`config.mk`:
```
export PLATFORM = sky130hd
export DESIGN_NAME = mem_arbiter
export DESIGN_NICKNAME = d
export VERILOG_FILES = /design/src/rtl/mem_arbiter.sv
export SDC_FILE = /design/constraint.sdc
export NUM_CORES = 1
export LEC_CHECK = 0
export CORE_MARGIN = 2
export CORE_UTILIZATION = 43
export CTS_CLUSTER_DIAMETER = 30
export DETAILED_ROUTE_END_ITERATION = 8
export PLACE_DENSITY = 0.89
export SLEW_MARGIN = 20
export SYNTH_ARGS = -nofsm -noshare
export SYNTH_HDL_FRONTEND = slang
export SYNTH_SLANG_ARGS = --single-unit
```
`constraint.sdc`:
```
create_clock -name CLK -period 2 [get_ports CLK]
set_input_delay 0.4 -clock CLK [delete_from_list [all_inputs] [get_ports CLK]]
set_output_delay 0.4 -clock CLK [all_outputs]
set_load 0.1 [all_outputs]
```
`src/rtl/mem_arbiter.sv`:
```
// Two-port memory arbiter: shares one memory port between an instruction-fetch
// port (I, read only) and a data port (D, read/write). A four-state FSM
// (IDLE -> ISSUE -> WAIT -> DONE) runs one access at a time. Ties alternate
// between the ports, and a stuck memory is cut off after TIMEOUT wait cycles.
module mem_arbiter #(
    parameter int ADDR_W  = 8,
    parameter int DATA_W  = 32,
    parameter int TIMEOUT = 64
) (
    input  logic              CLK,
    input  logic              RESET,
    input  logic              IREAD,
    input  logic [ADDR_W-1:0] IADDR,
    output logic              I_BUSYWAIT,
    output logic [DATA_W-1:0] I_RDATA,
    input  logic              DREAD,
    input  logic              DWRITE,
    input  logic [ADDR_W-1:0] DADDR,
    input  logic [DATA_W-1:0] DWDATA,
    output logic              D_BUSYWAIT,
    output logic [DATA_W-1:0] D_RDATA,
    output logic              MEM_READ,
    output logic              MEM_WRITE,
    output logic [ADDR_W-1:0] MEM_ADDR,
    output logic [DATA_W-1:0] MEM_WDATA,
    input  logic [DATA_W-1:0] MEM_RDATA,
    input  logic              MEM_BUSYWAIT,
    output logic              ERR
);

    localparam int CNT_W = $clog2(TIMEOUT + 1);

    typedef enum logic [1:0] {
        S_IDLE  = 2'd0,
        S_ISSUE = 2'd1,
        S_WAIT  = 2'd2,
        S_DONE  = 2'd3
    } state_e;

    // grant_q doubles as the last-grant register used for tie-breaking.
    typedef enum logic {
        GNT_I = 1'b0,
        GNT_D = 1'b1
    } grant_e;

    state_e              state_q, state_d;
    grant_e              grant_q, grant_d;
    logic [CNT_W-1:0]    cnt_q, cnt_d;
    logic                mem_read_q, mem_read_d;
    logic                mem_write_q, mem_write_d;
    logic [ADDR_W-1:0]   mem_addr_q, mem_addr_d;
    logic [DATA_W-1:0]   mem_wdata_q, mem_wdata_d;
    logic [DATA_W-1:0]   i_rdata_q, i_rdata_d;
    logic [DATA_W-1:0]   d_rdata_q, d_rdata_d;
    logic                err_q, err_d;

    logic i_req;
    logic d_req;

    assign i_req = IREAD;
    assign d_req = DREAD | DWRITE;

    // Next-state logic: arbitration in IDLE, completion/timeout handling in WAIT.
    always_comb begin
        // NOTE: every signal gets its hold value first, so no path through the
        // case statement leaves one unassigned and no latch is inferred.
        state_d     = state_q;
        grant_d     = grant_q;
        cnt_d       = cnt_q;
        mem_read_d  = mem_read_q;
        mem_write_d = mem_write_q;
        mem_addr_d  = mem_addr_q;
        mem_wdata_d = mem_wdata_q;
        i_rdata_d   = i_rdata_q;
        d_rdata_d   = d_rdata_q;
        err_d       = err_q;

        unique case (state_q)
            S_IDLE: begin
                if (i_req || d_req) begin
                    state_d = S_ISSUE;
                    // I wins when alone, or on a tie when D was served last.
                    if (i_req && (!d_req || grant_q == GNT_D)) begin
                        grant_d     = GNT_I;
                        mem_addr_d  = IADDR;
                        mem_read_d  = 1'b1;
                        mem_write_d = 1'b0;
                    end else begin
                        grant_d     = GNT_D;
                        mem_addr_d  = DADDR;
                        mem_wdata_d = DWDATA;
                        // Read and write together is treated as a write.
                        mem_write_d = DWRITE;
                        mem_read_d  = ~DWRITE;
                    end
                end
            end

            S_ISSUE: begin
                // MEM_BUSYWAIT is not looked at here; the memory gets one cycle
                // to see the strobe before we trust its busy flag.
                state_d = S_WAIT;
                cnt_d   = '0;
            end

            S_WAIT: begin
                if (!MEM_BUSYWAIT) begin
                    if (mem_read_q) begin
                        if (grant_q == GNT_I) i_rdata_d = MEM_RDATA;
                        else                  d_rdata_d = MEM_RDATA;
                    end
                    mem_read_d  = 1'b0;
                    mem_write_d = 1'b0;
                    state_d     = S_DONE;
                end else if (cnt_q == CNT_W'(TIMEOUT - 1)) begin
                    // This is the TIMEOUT-th busy cycle: abandon the access
                    // and hand the requester zero data.
                    err_d = 1'b1;
                    if (mem_read_q) begin
                        if (grant_q == GNT_I) i_rdata_d = '0;
                        else                  d_rdata_d = '0;
                    end
                    mem_read_d  = 1'b0;
                    mem_write_d = 1'b0;
                    state_d     = S_DONE;
                end else begin
                    cnt_d = cnt_q + CNT_W'(1);
                end
            end

            S_DONE: begin
                state_d = S_IDLE;
            end

            default: begin
                state_d = S_IDLE;
            end
        endcase
    end

    // State and output registers; reset abandons any access in flight.
    always_ff @(posedge CLK or negedge RESET) begin
        if (!RESET) begin
            // NOTE: the read-data registers are ordinary flops, not a memory
            // array, so they are reset here like the rest of the state.
            state_q     <= S_IDLE;
            grant_q     <= GNT_D;
            cnt_q       <= '0;
            mem_read_q  <= 1'b0;
            mem_write_q <= 1'b0;
            mem_addr_q  <= '0;
            mem_wdata_q <= '0;
            i_rdata_q   <= '0;
            d_rdata_q   <= '0;
            err_q       <= 1'b0;
        end else begin
            // NOTE: non-blocking assignments so every register samples the
            // pre-edge values computed above, independent of statement order.
            state_q     <= state_d;
            grant_q     <= grant_d;
            cnt_q       <= cnt_d;
            mem_read_q  <= mem_read_d;
            mem_write_q <= mem_write_d;
            mem_addr_q  <= mem_addr_d;
            mem_wdata_q <= mem_wdata_d;
            i_rdata_q   <= i_rdata_d;
            d_rdata_q   <= d_rdata_d;
            err_q       <= err_d;
        end
    end

    // A port stalls whenever it requests, except in the DONE cycle of its own
    // grant. A port that withdrew its request is therefore never stalled.
    assign I_BUSYWAIT = i_req & ~(state_q == S_DONE && grant_q == GNT_I);
    assign D_BUSYWAIT = d_req & ~(state_q == S_DONE && grant_q == GNT_D);

    assign MEM_READ  = mem_read_q;
    assign MEM_WRITE = mem_write_q;
    assign MEM_ADDR  = mem_addr_q;
    assign MEM_WDATA = mem_wdata_q;
    assign I_RDATA   = i_rdata_q;
    assign D_RDATA   = d_rdata_q;
    assign ERR       = err_q;

endmodule

```
==> After elaboration in Yosys (flattened, before gate mapping) <==
Index checks and enable logic that the tools add are counted.
{ "word_totals": {"regBits": 117, "input_bits": 86, "output_inout_bits": 109, "wordCells": 80} }
{ "op_classes": {"add_sub_neg": 1, "eq_ne": 13, "mux": 29, "bitwise": 8, "n_reduce_logical": 19} }
{ "ops": {"columns": ["op", "n"], "rows": [
  ["$mux 32", 12],
  ["$mux 7", 2],
  ["$ne 2x2->1 const B", 7],
  ["$pmux 7 s2", 1],
  ["$reduce_and 3->1", 4],
  ["$reduce_and 6->1", 2],
  ["$mux 8", 1],
  ["$pmux 2 s4", 1],
  ["$reduce_bool 2->1", 4],
  ["$add 7x1->7 const B", 1],
  ["$eq 7x6->1 const B", 1],
  ["$mux 1", 7],
  ["$mux 2", 3],
  ["$not 1->1", 5],
  ["$eq 2x2->1 const B", 2],
  ["$pmux 1 s2", 2],
  ["$reduce_and 2->1", 2],
  ["$logic_and 1x1->1", 3],
  ["$ne 3x3->1 const B", 1],
  ["$and 1x1->1", 2],
  ["$eq 2x1->1 const B", 1],
  ["$logic_not 2->1", 1],
  ["$logic_or 1x1->1", 2],
  ["$ne 2x1->1 const B", 1],
  ["2 further kinds", 2]
]} }

==> Longest topological paths before layout <==
{ "depth": {"word_depth": 7, "ltp_mapped": 7, "ltp_nobuf": 6} }

==> Worst setup path after synthesis <==
No wires, ideal clock.
{ "synth_path": {"path_kind": "reg2out", "start": "register grant_q", "end": "output I_BUSYWAIT", "t_arrival_ns": 2.835, "required_ns": 1.600, "setup_slack_ns": -1.235, "path_stages_with_launch": 3, "n_path_buf": 0, "path_cell_list": "dfstp_2 inv_1 a21boi_0"} }
{ "synth_between": {"elab_chain_cells": 4} }
{ "synth_lines": {"columns": ["item", "line_no", "rtl"], "rows": [
  ["start: declaration", "47", "grant_e grant_q, grant_d;"],
  ["start signal: assignment", "160", "grant_q <= grant_d;"],
  ["$not 1->1", "174", "assign I_BUSYWAIT = i_req & ~(state_q == S_DONE && grant_q == GNT_I);"],
  ["$logic_and 1x1->1", "174", null],
  ["$not 1->1", "174", null],
  ["$and 1x1->1", "174", null],
  ["end: declaration", "14", "output logic I_BUSYWAIT,"]
]} }
No other way between the ends.

==> Worst setup path after layout <==
{ "layout_path": {"start": "register state_q[0]", "end": "output D_BUSYWAIT"} }
{ "layout_between": {"elab_chain_cells": 4} }
{ "layout_lines": {"columns": ["item", "line_no", "rtl"], "rows": [
  ["start: declaration", "46", "state_e state_q, state_d;"],
  ["start signal: assignment", "159", "state_q <= state_d;"],
  ["$eq 2x2->1", "175", "assign D_BUSYWAIT = d_req & ~(state_q == S_DONE && grant_q == GNT_D);"],
  ["$logic_and 1x1->1", "175", null],
  ["$not 1->1", "175", null],
  ["$and 1x1->1", "175", null],
  ["end: declaration", "20", "output logic D_BUSYWAIT,"]
]} }
No other way between the ends.

==> results.ini <==
[status]
status = finished clean

[setup_path]
critPathLaunch = state_q[0]
worstReg2RegStart = state_q[0]
crit_fanout = 3
worst_setup_path_start_kind = flop
crit_arrival_ns = 1.50
criticalPathCategory = flop to primary output
worst-r2r-setup-slack_ns = 0.12
worstSetupEndpoint = D_BUSYWAIT
crit_required_ns = 1.60
r2r-end = I_RDATA[30]
r2r_cells = 5
cp-end-kind = primary output

[placement]
hpwlAfterDp_um = 8410
port_buffers = 194
gp_congestion = 0.864
placed_area_um2 = 6530

[cells_and_area]
layout_common_cells = dfrtp_1, buf_4, clkdlybuf4s50_1, a22o_1, mux2_2
fin_area_um2 = 7110
fin_util_pct = 68.5
drive_above_1_share_pct = 35.3
final_nets = 637
num_antenna_cells = 0
layout_commonest_cell = dfrtp_1
syn_to_final_growth_pct = 54.1

[timing]
drv_slew = 0
fin_skew_ns = 0.00868
max_freq_ghz = 0.525
period_needed_ns = 1.90
finalCritPeriodShare_pct = 95.2
hold_viol = 0
rsz0062_at_grt = true
max_slew_margin_pct = 57.0
worstMarginPinSlew_ns = 0.645
setup_viol = 0

[floorplan]
start_util_pct = 44.5
chipHeight_um = 108
die_w_um = 108
std_cell_rows = 37
ios = 195
core_um2 = 10400
die_area_um2 = 11600

[logic_synthesis]
synthCells = 338
synth_top_area_share_pct = 63.0
syn_area_per_cell_um2 = 13.6
synth_edf_count = 0
yosysTopAreaCell = dfrtp_1
synth_area_leaders = dfrtp_1, a22o_1, mux2_2
synth_area_um2 = 4610
synth.distinct_cells = 35
synth-async-reset-ratio_pct = 100
synth-main-ff-cell = dfrtp_1
synth_warnings = 0
yosysSeqAreaShare_pct = 63.5
ys_ff_latch = 117
syn_nets = 430

[clocking]
clkLatencyLatePin_ns = 0.50
cts_max_level = 4
clkSinkCount = 117
clk_path_buf_depth = 2
cts_buffers = 17
root_buffer = clkbuf_8
cts_tree = built
path_clk_slew_ns = 0.06

[worst_hold_path]
hold_path.class = primary input to flop

[grt]
grt_pass1_vias = 3881
grt_antenna_before_repair = 0
grt-ovfl-total = 0
track_usage_pct = 21.8
grt_pass1_wl_um = 19500
grt_max_degree = 118

[detailed_routing]
firstDrtPassIters = 4
wl_um = 12400
ant_nets = 0
drc = 0
vias = 3713
vias_per_cell = 5.37
drt_iter0_drc = 233
wl_per_cell_um = 17.9

[run]
cap_violations = 0

[worst max-delay path: stages, from the launching register on]
cell,delay [ns]
dfrtp_1,0.41
ha_2,0.22
a21oi_2,0.18
buf_12,0.20
[cells by family (layout without fill, tap and decap cells)]
group,count (synthesis),after routing,synth area share (%)
multiplexers,36,36,8.71
AO/OA/AOI/OAI,91,91,16.2
buffers and inverters,23,241,2.74
adder cells (fa/ha/maj),6,6,1.63
flip-flops,117,117,63.5
AND/OR/NAND/NOR,65,65,7.16
[registers in the layout (all words and copies together), names as in the netlist]
signal and flops:
D_RDATA 32, ERR 1, state_q 2, grant_q 1, MEM_ADDR 8, MEM_READ 1
MEM_WRITE 1, MEM_WDATA 32, I_RDATA 32, cnt_q 7
[worst min path at each step]
stage,startpoint,cells after the start,slack (ns),endpoint
after CTS,IADDR[7],3,0.44,MEM_ADDR[7]
after global routing,IADDR[6],3,0.45,MEM_ADDR[6]
after global placement,I_RDATA[15],1,0.48,I_RDATA[15]
final,IADDR[7],3,0.46,MEM_ADDR[7]
after floorplan,RESET,0,0.10,D_RDATA[0]
after detailed placement,D_RDATA[10],1,0.48,D_RDATA[10]
[cell type report]
cell class                      instances  area [um^2]
Timing Repair Buffer                  207         1870
Clock buffer                           17          414
Tap cell                              136          170
Fill cell                             768         3260
Clock inverter                         13          136
Multi-Input combinational cell        198         1580
Inverter                                4         15.0
Sequential cell                       117         2930
[synthesized netlist by cell type (4+ instances only)]
cell type	instances
a21oi_1	6
a22o_1	64
a31oi_1	9
buf_2	14
dfrtp_1	116
ha_1	6
inv_1	4
mux2_2	33
nand2_1	27
nand3_1	7
nor2_1	10
[through the flow]
stage	instances	hold slack [ns]	TNS (ns)	worst slack [ns]
global placement	660	0.484	-0.0113	-0.00708
floorplan	338	0.104	0	0.0850
CTS	692	0.437	0	0.0152
detailed placement	660	0.483	-1.19	-0.0837
global route	692	0.448	-0.0179	-0.0134
finish	692	0.464	0	0.0965
[repair_timing]
item / CTS / global route
buffers inserted: 1 / 0
hold buffers: 1 / 0
hold endpoints to repair: 2 / 0
pin swaps: 0 / 1
endpoints found under the setup margin: 1 / 35
gates resized for setup: 0 / 4
[layer usage]
layer | vias up | GRT usage, % | share of wire, %
met2 | 146 | 37.2 | 52
li1 | 1669 | - | -
met5 | - | 0 | 0
met4 | 0 | 7.78 | 1.2
met3 | 15 | 5.39 | 6.2
met1 | 1883 | 26.9 | 40
Power is not shown: default switching activity piles up to over one toggle a cycle in this logic, so the estimate is an artifact.
